File: src/rtl/cpu_regfile_sb_pkg.sv
// Default register-file geometry and the shared address/data types
// used by the decode/writeback register file.
package cpu_rf_pkg;
  localparam int RF_DATA_W = 32;
  localparam int RF_ADDR_W = 4;

  typedef logic [RF_ADDR_W-1:0] rf_addr_t;
  typedef logic [RF_DATA_W-1:0] rf_data_t;
endpackage

File: src/rtl/cpu_regfile_sb_if.sv
// Decode/writeback bus of the register file: operand reads, writeback,
// destination issue, and the hazard stall returned to decode.
interface cpu_regfile_sb_if
  import cpu_rf_pkg::*;
#(
  parameter int DATA_W = RF_DATA_W,
  parameter int ADDR_W = RF_ADDR_W
);
  logic              rd_en;
  logic [ADDR_W-1:0] rd_addr1;
  logic [ADDR_W-1:0] rd_addr2;
  logic [DATA_W-1:0] rd_data1;
  logic [DATA_W-1:0] rd_data2;
  logic              rd_valid;
  logic              wr_en;
  logic [ADDR_W-1:0] wr_addr;
  logic [DATA_W-1:0] wr_data;
  logic              iss_en;
  logic [ADDR_W-1:0] iss_addr;
  logic              stall;

  modport master (
    output rd_en, rd_addr1, rd_addr2, wr_en, wr_addr, wr_data, iss_en, iss_addr,
    input  rd_data1, rd_data2, rd_valid, stall
  );

  modport slave (
    input  rd_en, rd_addr1, rd_addr2, wr_en, wr_addr, wr_data, iss_en, iss_addr,
    output rd_data1, rd_data2, rd_valid, stall
  );
endinterface

File: src/rtl/cpu_regfile_sb_scoreboard.sv
// Pending-write scoreboard: one bit per register, set at issue and
// cleared at writeback, producing the operand-read stall.
module rf_scoreboard
  import cpu_rf_pkg::*;
#(
  parameter int ADDR_W   = RF_ADDR_W,
  parameter bit ZERO_REG = 1'b1
) (
  input  logic              clk,
  input  logic              reset,
  input  logic              iss_en,
  input  logic [ADDR_W-1:0] iss_addr,
  input  logic              wr_en,
  input  logic [ADDR_W-1:0] wr_addr,
  input  logic              rd_en,
  input  logic [ADDR_W-1:0] rd_addr1,
  input  logic [ADDR_W-1:0] rd_addr2,
  output logic              stall
);
  localparam int NUM_REGS = 2**ADDR_W;

  logic [NUM_REGS-1:0] pending;
  logic [NUM_REGS-1:0] pending_nxt;
  logic                pend1;
  logic                pend2;

  // Issue is applied after the writeback clear so a same-address pair leaves the bit set.
  always_comb begin
    pending_nxt = pending;
    if (wr_en)
      pending_nxt[wr_addr] = 1'b0;
    if (iss_en)
      pending_nxt[iss_addr] = 1'b1;
    if (ZERO_REG)
      pending_nxt[0] = 1'b0;
  end

  always_ff @(posedge clk) begin
    if (reset)
      pending <= '0;
    else
      pending <= pending_nxt;
  end

  // A writeback landing this cycle resolves the hazard; bypass supplies the data.
  assign pend1 = pending[rd_addr1] & ~(wr_en & (wr_addr == rd_addr1));
  assign pend2 = pending[rd_addr2] & ~(wr_en & (wr_addr == rd_addr2));
  assign stall = rd_en & (pend1 | pend2);
endmodule

File: src/rtl/cpu_regfile_sb.sv
// Two-read/one-write register file with registered, write-first reads,
// optional hardwired-zero r0 and an integrated pending-write scoreboard.
module cpu_regfile_sb
  import cpu_rf_pkg::*;
#(
  parameter int DATA_W   = RF_DATA_W,
  parameter int ADDR_W   = RF_ADDR_W,
  parameter bit ZERO_REG = 1'b1
) (
  input  logic            clk,
  input  logic            reset,
  cpu_regfile_sb_if.slave bus
);
  localparam int NUM_REGS = 2**ADDR_W;

  logic [DATA_W-1:0] regs [NUM_REGS];
  logic              rd_en;
  logic [ADDR_W-1:0] rd_addr1;
  logic [ADDR_W-1:0] rd_addr2;
  logic              wr_en;
  logic [ADDR_W-1:0] wr_addr;
  logic [DATA_W-1:0] wr_data;
  logic              wr_commit;
  logic              stall;
  logic              rd_accept;
  logic [DATA_W-1:0] rd_data1_p1;
  logic [DATA_W-1:0] rd_data2_p1;
  logic              vld_p1;

  assign rd_en    = bus.rd_en;
  assign rd_addr1 = bus.rd_addr1;
  assign rd_addr2 = bus.rd_addr2;
  assign wr_en    = bus.wr_en;
  assign wr_addr  = bus.wr_addr;
  assign wr_data  = bus.wr_data;

  assign wr_commit = wr_en & ~(ZERO_REG && (wr_addr == '0));
  assign rd_accept = rd_en & ~stall;

  function automatic logic [DATA_W-1:0] read_port(input logic [ADDR_W-1:0] addr);
    if (ZERO_REG && (addr == '0))
      return '0;
    if (wr_commit && (wr_addr == addr))
      return wr_data;
    return regs[addr];
  endfunction

  rf_scoreboard #(
    .ADDR_W   (ADDR_W),
    .ZERO_REG (ZERO_REG)
  ) u_scoreboard (
    .clk      (clk),
    .reset    (reset),
    .iss_en   (bus.iss_en),
    .iss_addr (bus.iss_addr),
    .wr_en    (wr_en),
    .wr_addr  (wr_addr),
    .rd_en    (rd_en),
    .rd_addr1 (rd_addr1),
    .rd_addr2 (rd_addr2),
    .stall    (stall)
  );

  always_ff @(posedge clk) begin
    if (reset) begin
      for (int i = 0; i < NUM_REGS; i++)
        regs[i] <= '0;
    end else if (wr_commit) begin
      regs[wr_addr] <= wr_data;
    end
  end

  // Stage p1: registered operand data; held when the read is not accepted.
  always_ff @(posedge clk) begin
    if (reset) begin
      rd_data1_p1 <= '0;
      rd_data2_p1 <= '0;
      vld_p1      <= 1'b0;
    end else begin
      vld_p1 <= rd_accept;
      if (rd_accept) begin
        rd_data1_p1 <= read_port(rd_addr1);
        rd_data2_p1 <= read_port(rd_addr2);
      end
    end
  end

  assign bus.rd_data1 = rd_data1_p1;
  assign bus.rd_data2 = rd_data2_p1;
  assign bus.rd_valid = vld_p1;
  assign bus.stall    = stall;
endmodule

File: src/flat_wrapper.sv
// flat-port wrapper written by rule: the top's interface ports become plain ports
module cpu_regfile_sb_flat import cpu_rf_pkg::*;
#(
  parameter int DATA_W   = RF_DATA_W,
  parameter int ADDR_W   = RF_ADDR_W,
  parameter bit ZERO_REG = 1'b1
)
  (clk, reset, bus_rd_en, bus_rd_addr1, bus_rd_addr2, bus_wr_en, bus_wr_addr, bus_wr_data, bus_iss_en, bus_iss_addr, bus_rd_data1, bus_rd_data2, bus_rd_valid, bus_stall);
  cpu_regfile_sb_if #(.DATA_W(DATA_W), .ADDR_W(ADDR_W)) bus_i ();
  input  logic clk;
  input  logic reset;
  input wire logic [$bits(bus_i.rd_en)-1:0] bus_rd_en;
  input wire logic [$bits(bus_i.rd_addr1)-1:0] bus_rd_addr1;
  input wire logic [$bits(bus_i.rd_addr2)-1:0] bus_rd_addr2;
  input wire logic [$bits(bus_i.wr_en)-1:0] bus_wr_en;
  input wire logic [$bits(bus_i.wr_addr)-1:0] bus_wr_addr;
  input wire logic [$bits(bus_i.wr_data)-1:0] bus_wr_data;
  input wire logic [$bits(bus_i.iss_en)-1:0] bus_iss_en;
  input wire logic [$bits(bus_i.iss_addr)-1:0] bus_iss_addr;
  output wire logic [$bits(bus_i.rd_data1)-1:0] bus_rd_data1;
  output wire logic [$bits(bus_i.rd_data2)-1:0] bus_rd_data2;
  output wire logic [$bits(bus_i.rd_valid)-1:0] bus_rd_valid;
  output wire logic [$bits(bus_i.stall)-1:0] bus_stall;
  assign bus_i.rd_en = bus_rd_en;
  assign bus_i.rd_addr1 = bus_rd_addr1;
  assign bus_i.rd_addr2 = bus_rd_addr2;
  assign bus_i.wr_en = bus_wr_en;
  assign bus_i.wr_addr = bus_wr_addr;
  assign bus_i.wr_data = bus_wr_data;
  assign bus_i.iss_en = bus_iss_en;
  assign bus_i.iss_addr = bus_iss_addr;
  assign bus_rd_data1 = bus_i.rd_data1;
  assign bus_rd_data2 = bus_i.rd_data2;
  assign bus_rd_valid = bus_i.rd_valid;
  assign bus_stall = bus_i.stall;
  cpu_regfile_sb #(.DATA_W(DATA_W), .ADDR_W(ADDR_W), .ZERO_REG(ZERO_REG)) u_core (.clk(clk), .reset(reset), .bus(bus_i));
endmodule
File: config.mk
export PLATFORM = sky130hd
export DESIGN_NAME = cpu_regfile_sb_flat
export DESIGN_NICKNAME = d
export VERILOG_FILES = /design/src/rtl/cpu_regfile_sb_pkg.sv /design/src/rtl/cpu_regfile_sb_if.sv /design/src/rtl/cpu_regfile_sb_scoreboard.sv /design/src/rtl/cpu_regfile_sb.sv /design/src/flat_wrapper.sv
export SDC_FILE = /design/constraint.sdc
export NUM_CORES = 1
export LEC_CHECK = 0
export CORE_MARGIN = 5
export CORE_UTILIZATION = 49
export CTS_BUF_LIST = sky130_fd_sc_hd__clkbuf_4
export DETAILED_ROUTE_END_ITERATION = 10
export PLACE_DENSITY_LB_ADDON = 0.12
export SLEW_MARGIN = 5
export SYNTH_ARGS = -nofsm -noshare
export SYNTH_HDL_FRONTEND = slang
export SYNTH_SLANG_ARGS = --single-unit
File: constraint.sdc
create_clock -name clk -period 4.2 [get_ports clk]
set_input_delay 0.84 -clock clk [delete_from_list [all_inputs] [get_ports clk]]
set_output_delay 0.84 -clock clk [all_outputs]
set_load 0.1 [all_outputs]
==> results.py, run 1 <==
metrics = {
    "clock_network": {
        "cts_resized": 0,
        "cts_tree": "done",
        "insertion_delay_ns": 1.00,
        "h-tree-depth": 4,
        "post-cts-setup-buffers": 0,
        "cts_buffers": 165,
        "clock_path_buffers": 3,
        "root_buffer": "clkbuf_4",
        "cts-hold-fix-buffers": 0,
        "path_clk_slew_ns": 0.07,
        "cts_sinks": 592,
    },
    "power": {
        "ir_drop_mv": 0.231,
        "total_power_mw": 14.6,
        "p_leak_nw": 12.9,
        "p_per_area_nw_per_um2": 410,
    },
    "die": {
        "pin_count": 119,
        "initial_core_util_pct": 49.2,
        "die_y_um": 261,
        "placeableCoreArea_um2": 62700,
        "die_area_um2": 68000,
        "dieWidth_um": 261,
        "rows": 92,
    },
    "drt": {
        "viasPerCell": 6.03,
        "drtAntennaViolNets": 0,
        "drtIter0Drc": 2042,
        "drt_first_pass_iters": 6,
        "wirelength_um": 93200,
        "vias": 19600,
        "drc": 0,
        "route.detailed.wl_per_inst_um": 28.8,
    },
    "placement": {
        "place.gp.congestion": 0.904,
        "portBuffers": 118,
        "place_area_um2": 33500,
        "preCtsSetupSlack_ns": 0.344,
        "dp_hpwl_um": 54900,
        "dp_cells": 2941,
    },
    "layout": {
        "nNetsFinal": 2315,
        "fin_util_pct": 56.9,
        "fin_cells": 3241,
        "layout-drive-gt1-share_pct": 27.7,
        "syn_to_final_growth_pct": 15.7,
        "n_fill_cell": 5032,
        "design_area_um2": 35700,
    },
    "worst_setup_path": {
        "crit_arrival_ns": 3.02,
        "critical_path.startpoint_type": "input pin",
        "end_kind": "output port",
        "path_max_fanout": 12,
        "criticalPathCategory": "input pin to output port",
        "crit_buf_inv": 2,
        "path_cells": "clkdlybuf4s50_1 -> and2_1 -> or2_2 -> a22oi_1 -> a22oi_1 -> nor2_1 -> buf_12",
        "crit_required_ns": 3.36,
        "crit_path_max_incr_delay_ns": 0.62,
        "slowest_stage": "clkdlybuf4s50_1",
        "path_delay_family": "buffers and inverters",
        "crit_path_frequent_cell": "a22oi_1",
    },
    "logic_synthesis": {
        "syn_avg_cell_area_um2": 15.0,
        "synth_cell_type_count": 41,
        "synth_top_flop_cell": "edfxtp_1",
        "yosysSeqAreaShare_pct": 55.1,
        "synth-warning-count": 0,
        "postSynth.asyncResetShare_pct": 0,
        "ys_seq_elements": 592,
        "yosysTopAreaCell": "edfxtp_1",
        "synth-edff-count": 512,
        "syn_area_um2": 30800,
        "synthTopCellsByArea": "edfxtp_1 (50%), mux4_2 (19%), and2_1 (9.8%)",
        "synth_top_area_share_pct": 49.9,
        "synthCells": 2057,
    },
    "job": {
        "maxCapViolCount": 0,
    },
    "outcome": {
        "status": "finished, final reports clean",
    },
    "sta": {
        "setup_viol": 0,
        "skew_ns": 0.0463,
        "hold_viol": 0,
        "fin_crit_sh_pct": 92.0,
        "tightest_slew_ns": 1.21,
        "fin_crit_ns": 3.86,
        "maxSlewHeadroom_pct": 19.3,
        "finalMaxSlewViolations": 0,
        "fmax_ghz": 0.259,
        "fin_ws_ns": 0.337,
        "rsz0062_at_grt": "false",
    },
    "grt": {
        "grt_use_total_pct": 27.7,
        "grt_pass1_wl_um": 135000,
        "overflow": 0,
        "grt_pass1_vias": 20500,
        "antenna_found_initial": 8,
        "grt_max_degree": 89,
    },
    "min_path": {
        "min_path_type": "input pin to register",
    },
}
per-stage QoR:
stage          setup TNS [ns]  hold slack [ns]
6_report                    0            0.308
5_1_grt                     0            0.233
4_1_cts                     0            0.174
3_5_place_dp                0            0.446
3_3_place_gp                0            0.441
2_1_floorplan          -37.80            0.452
per-layer routing:
layer | global-route usage [%] | wire length, µm | part of all wire (%) | up-vias
met5 | 0 | 13 | 0.014 | -
met4 | 9.22 | 2500 | 2.7 | 2
met3 | 7.40 | 8880 | 9.5 | 170
met2 | 44.4 | 45100 | 48 | 951
met1 | 37.3 | 36700 | 39 | 10100
li1 | - | - | - | 8367
layout make-up:
cell class | instances | area, µm² | share of cell area, %
clock inverter | 39 | 236 | 0.663
sequential | 592 | 17000 | 47.6
clock buffer | 256 | 1920 | 5.39
multi-input combinational | 1296 | 13400 | 37.5
antenna | 5 | 12.5 | 0.0351
timing repair buffer | 202 | 2070 | 5.81
tap | 846 | 1060 | 2.97
inverter | 5 | 21.3 | 0.0596
synth_stat cells, types with 7 or more instances:
cell / number
a21oi_1: 14
a22oi_1: 70
and2_1: 483
buf_1: 7
buf_2: 50
clkbuf_1: 131
dfxtp_1: 80
edfxtp_1: 512
mux2i_1: 257
mux4_2: 262
nand2_1: 79
nor2_1: 23
o21ai_0: 20
cells by family after synthesis:
kind of cell / after synthesis / share of synthesized area [%]
AOI/OAI and AO/OA: 114 / 2.55
xor gates and xnor gates: 6 / 0.170
buffers and inverters: 200 / 2.80
DFF: 592 / 55.1
muxes: 521 / 27.6
other: 1 / 0.0122
and+or+nand+nor: 623 / 11.9
placed cells by master, fill, tap and decap left out, types with 5 or more instances in the layout:
cell,n
edfxtp_1,512
and2_1,483
mux4_2,262
mux2i_1,257
clkbuf_4,256
clkdlybuf4s50_1,109
dfxtp_1,80
nand2_1,74
a22oi_1,70
buf_4,67
conb_1,32
clkinv_1,28
buf_12,22
a21oi_1,12
nor2_1,11
o21ai_0,11
nor2_4,10
o21ai_4,9
xnor2_1,6
diode_2,5
nand2_2,5
or3_1,5
nand3b_1,5
where the power goes:
group          switching, mW  internal, mW
combinational           1.39         0.872
sequential             0.182          6.76
clock                   2.47          2.94
total                   4.04          10.6
flip-flops by register name (all words and copies together), names as in the netlist:
name,cells
u_core.u_scoreboard.pending,15
u_core.bus.rd_data1,32
u_core.regs,512
u_core.bus.rd_valid,1
u_core.bus.rd_data2,32
path summary, 6_finish.rpt:
path	start	to	slack, ns	cells past startpoint
max reg2reg	u_core.u_scoreboard.pending[1]	u_core.bus.rd_data1[20]	1.71	6
min reg2reg	u_core.bus.rd_data2[16]	u_core.bus.rd_data2[16]	0.45	2
min	reset	u_core.u_scoreboard.pending[12]	0.31	2
max	bus_wr_addr[0]	bus_stall	0.34	7
No activity file was read; power rests on OpenSTA's default activity.
==> run 2, diff against run 1 <==
--- a/config.mk
+++ b/config.mk
@@ -10,7 +10,8 @@
 export CTS_BUF_LIST = sky130_fd_sc_hd__clkbuf_4
 export DETAILED_ROUTE_END_ITERATION = 10
 export PLACE_DENSITY_LB_ADDON = 0.12
-export SLEW_MARGIN = 5
+export SLEW_MARGIN = 20
 export SYNTH_ARGS = -nofsm -noshare
 export SYNTH_HDL_FRONTEND = slang
 export SYNTH_SLANG_ARGS = --single-unit
+export TNS_END_PERCENT = 50
==> run 2 against run 1 <==
Effect of this change:
- worst setup slack got worse by 0.058 ns
- core utilization increased by 0.20 points
- power increased by 1.7%
- design area increased by 0.34%
- clock power increased by 4.8%
- largest cell class unchanged
- non-clock buffer count increased by 12
- critical endpoint unchanged
- via count increased by 1.2%
- sequential share of layout area decreased by 0.16 points
- combinational power about the same
==> results.py, run 2 (synthesized netlist as in run 1, its figures left out) <==
metrics = {
    "outcome": {
        "status": "finished, final reports clean",
    },
    "layout": {
        "n_fill_cell": 5049,
        "mostFrequentLayoutCells": "edfxtp_1 (512), and2_1 (483), mux4_2 (262)",
        "layout-drive-gt1-share_pct": 28.0,
        "fin_cells": 3259,
        "nNetsFinal": 2324,
        "largest-register": "u_core.regs",
        "design_area_um2": 35800,
        "layout_commonest_cell": "edfxtp_1",
        "largest_reg_flops": 512,
        "syn_to_final_growth_pct": 16.1,
    },
    "worst_setup_path": {
        "path_delay_family": "simple AND/OR/NAND/NOR gates",
        "crit_path_max_incr_delay_ns": 0.60,
        "end_kind": "output port",
        "path_max_fanout": 12,
        "crit_required_ns": 3.36,
        "criticalPathCategory": "input pin to output port",
        "path_cells": "clkdlybuf4s50_1 -> and2_1 -> or2_2 -> a22oi_1 -> a22oi_1 -> nor2_1 -> buf_12",
        "slowest_stage": "clkdlybuf4s50_1",
        "critical_path.startpoint_type": "input pin",
        "crit_path_frequent_cell": "a22oi_1",
        "crit_arrival_ns": 3.08,
        "crit_buf_inv": 2,
    },
    "die": {
        "die_y_um": 261,
        "die_area_um2": 68000,
        "pin_count": 119,
        "placeableCoreArea_um2": 62700,
        "dieWidth_um": 261,
        "rows": 92,
        "initial_core_util_pct": 49.2,
    },
    "sta": {
        "tns_ns": 0,
        "fin_crit_sh_pct": 93.3,
        "fmax_ghz": 0.255,
        "finalMaxSlewViolations": 0,
        "skew_ns": 0.0644,
        "hold_viol": 0,
        "tightest_slew_ns": 1.00,
        "fin_crit_ns": 3.92,
        "holdWs_ns": 0.289,
        "fin_ws_ns": 0.279,
        "maxSlewHeadroom_pct": 33.1,
        "setup_viol": 0,
        "rsz0062_at_grt": "false",
    },
    "grt": {
        "grt_pass1_wl_um": 136000,
        "antenna_found_initial": 9,
        "grt_pass1_vias": 20800,
        "overflow": 0,
        "grt_max_degree": 90,
        "grt_use_total_pct": 27.7,
    },
    "placement": {
        "preCtsSetupSlack_ns": 0.347,
        "place.gp.congestion": 0.867,
        "portBuffers": 118,
        "dp_cells": 2953,
        "dp_hpwl_um": 55300,
        "place_area_um2": 33500,
    },
    "power": {
        "swShare_pct": 27.5,
        "pwr-share-clk_pct": 38.2,
        "pwr-share-comb_pct": 15.1,
        "p_leak_nw": 13.0,
        "p_int_mw": 10.8,
        "seqPwrFrac_pct": 46.7,
        "power.switching_mw": 4.09,
        "ir_drop_mv": 0.255,
        "p_per_area_nw_per_um2": 415,
    },
    "clock_network": {
        "post-cts-setup-buffers": 0,
        "path_clk_slew_ns": 0.06,
        "cts-hold-fix-buffers": 0,
        "cts_buffers": 162,
        "clock_path_buffers": 3,
        "root_buffer": "clkbuf_4",
        "cts_tree": "done",
        "cts_sinks": 592,
        "h-tree-depth": 4,
        "insertion_delay_ns": 1.02,
        "cts_resized": 0,
    },
    "drt": {
        "viasPerCell": 6.07,
        "drtIter0Drc": 1957,
        "wirelength_um": 93300,
        "drt_first_pass_iters": 7,
        "route.detailed.wl_per_inst_um": 28.6,
        "drc": 0,
        "drtAntennaViolNets": 0,
        "vias": 19800,
    },
    "min_path": {
        "min_path_type": "input pin to register",
    },
    "job": {
        "maxCapViolCount": 0,
    },
}
==> run 2: changes by cell type in the layout (fill, tap and decap cells not counted), sizes merged <==
cell,delta
clkinvlp,+1
buf,+13
clkbuf,-6
diode,+3
clkinv,+4
bufinv,+4
inv,-1
==> run 2: final timing paths <==
path,startpoint,end,slack (ns),cells past startpoint
worst max register to register,u_core.u_scoreboard.pending[3],u_core.bus.rd_data1[10],1.84,6
worst max-delay path,bus_wr_addr[0],bus_stall,0.28,7
worst min register to register,u_core.bus.rd_data1[8],u_core.bus.rd_data1[8],0.45,2
worst min-delay path,reset,u_core.regs[0][31],0.29,1
==> run 2: metrics by stage <==
step / power [mW] / util, %
after CTS: 15.0 / 57.0
final: 14.9 / 57.0
after global placement: 9.25 / 53.4
after detailed placement: 9.30 / 53.4
after floorplan: 8.57 / -
after global routing: 15.4 / 57.0
==> run 2: cell type report <==
type / count / area, µm² / share of cell area (%)
clock inverters: 47 / 385 / 1.08
well taps: 846 / 1060 / 2.96
repair buffers: 214 / 2070 / 5.79
flip-flops and latches: 592 / 17000 / 47.4
inverters: 5 / 21.3 / 0.0594
multi-input cells: 1296 / 13400 / 37.4
clock buffers: 251 / 1880 / 5.27
diodes: 8 / 20.0 / 0.0559
==> run 2: per-layer routing <==
layer  wire length, µm  GRT usage [%]  vias up
li1                  -              -     8412
met5                27              0        -
met1             36700           37.3    10200
met2             45400           44.7     1009
met4              2320           9.08        4
met3              8810           7.01      170
==> run 2: power by group through the flow <==
stage,Clock (mW),Combinational [mW],Sequential (mW)
finish,5.67,2.25,6.93
global placement,0,2.23,7.02
CTS,5.79,2.25,6.93
global route,6.12,2.36,6.97
detailed placement,0,2.25,7.05
floorplan,0,1.13,7.43
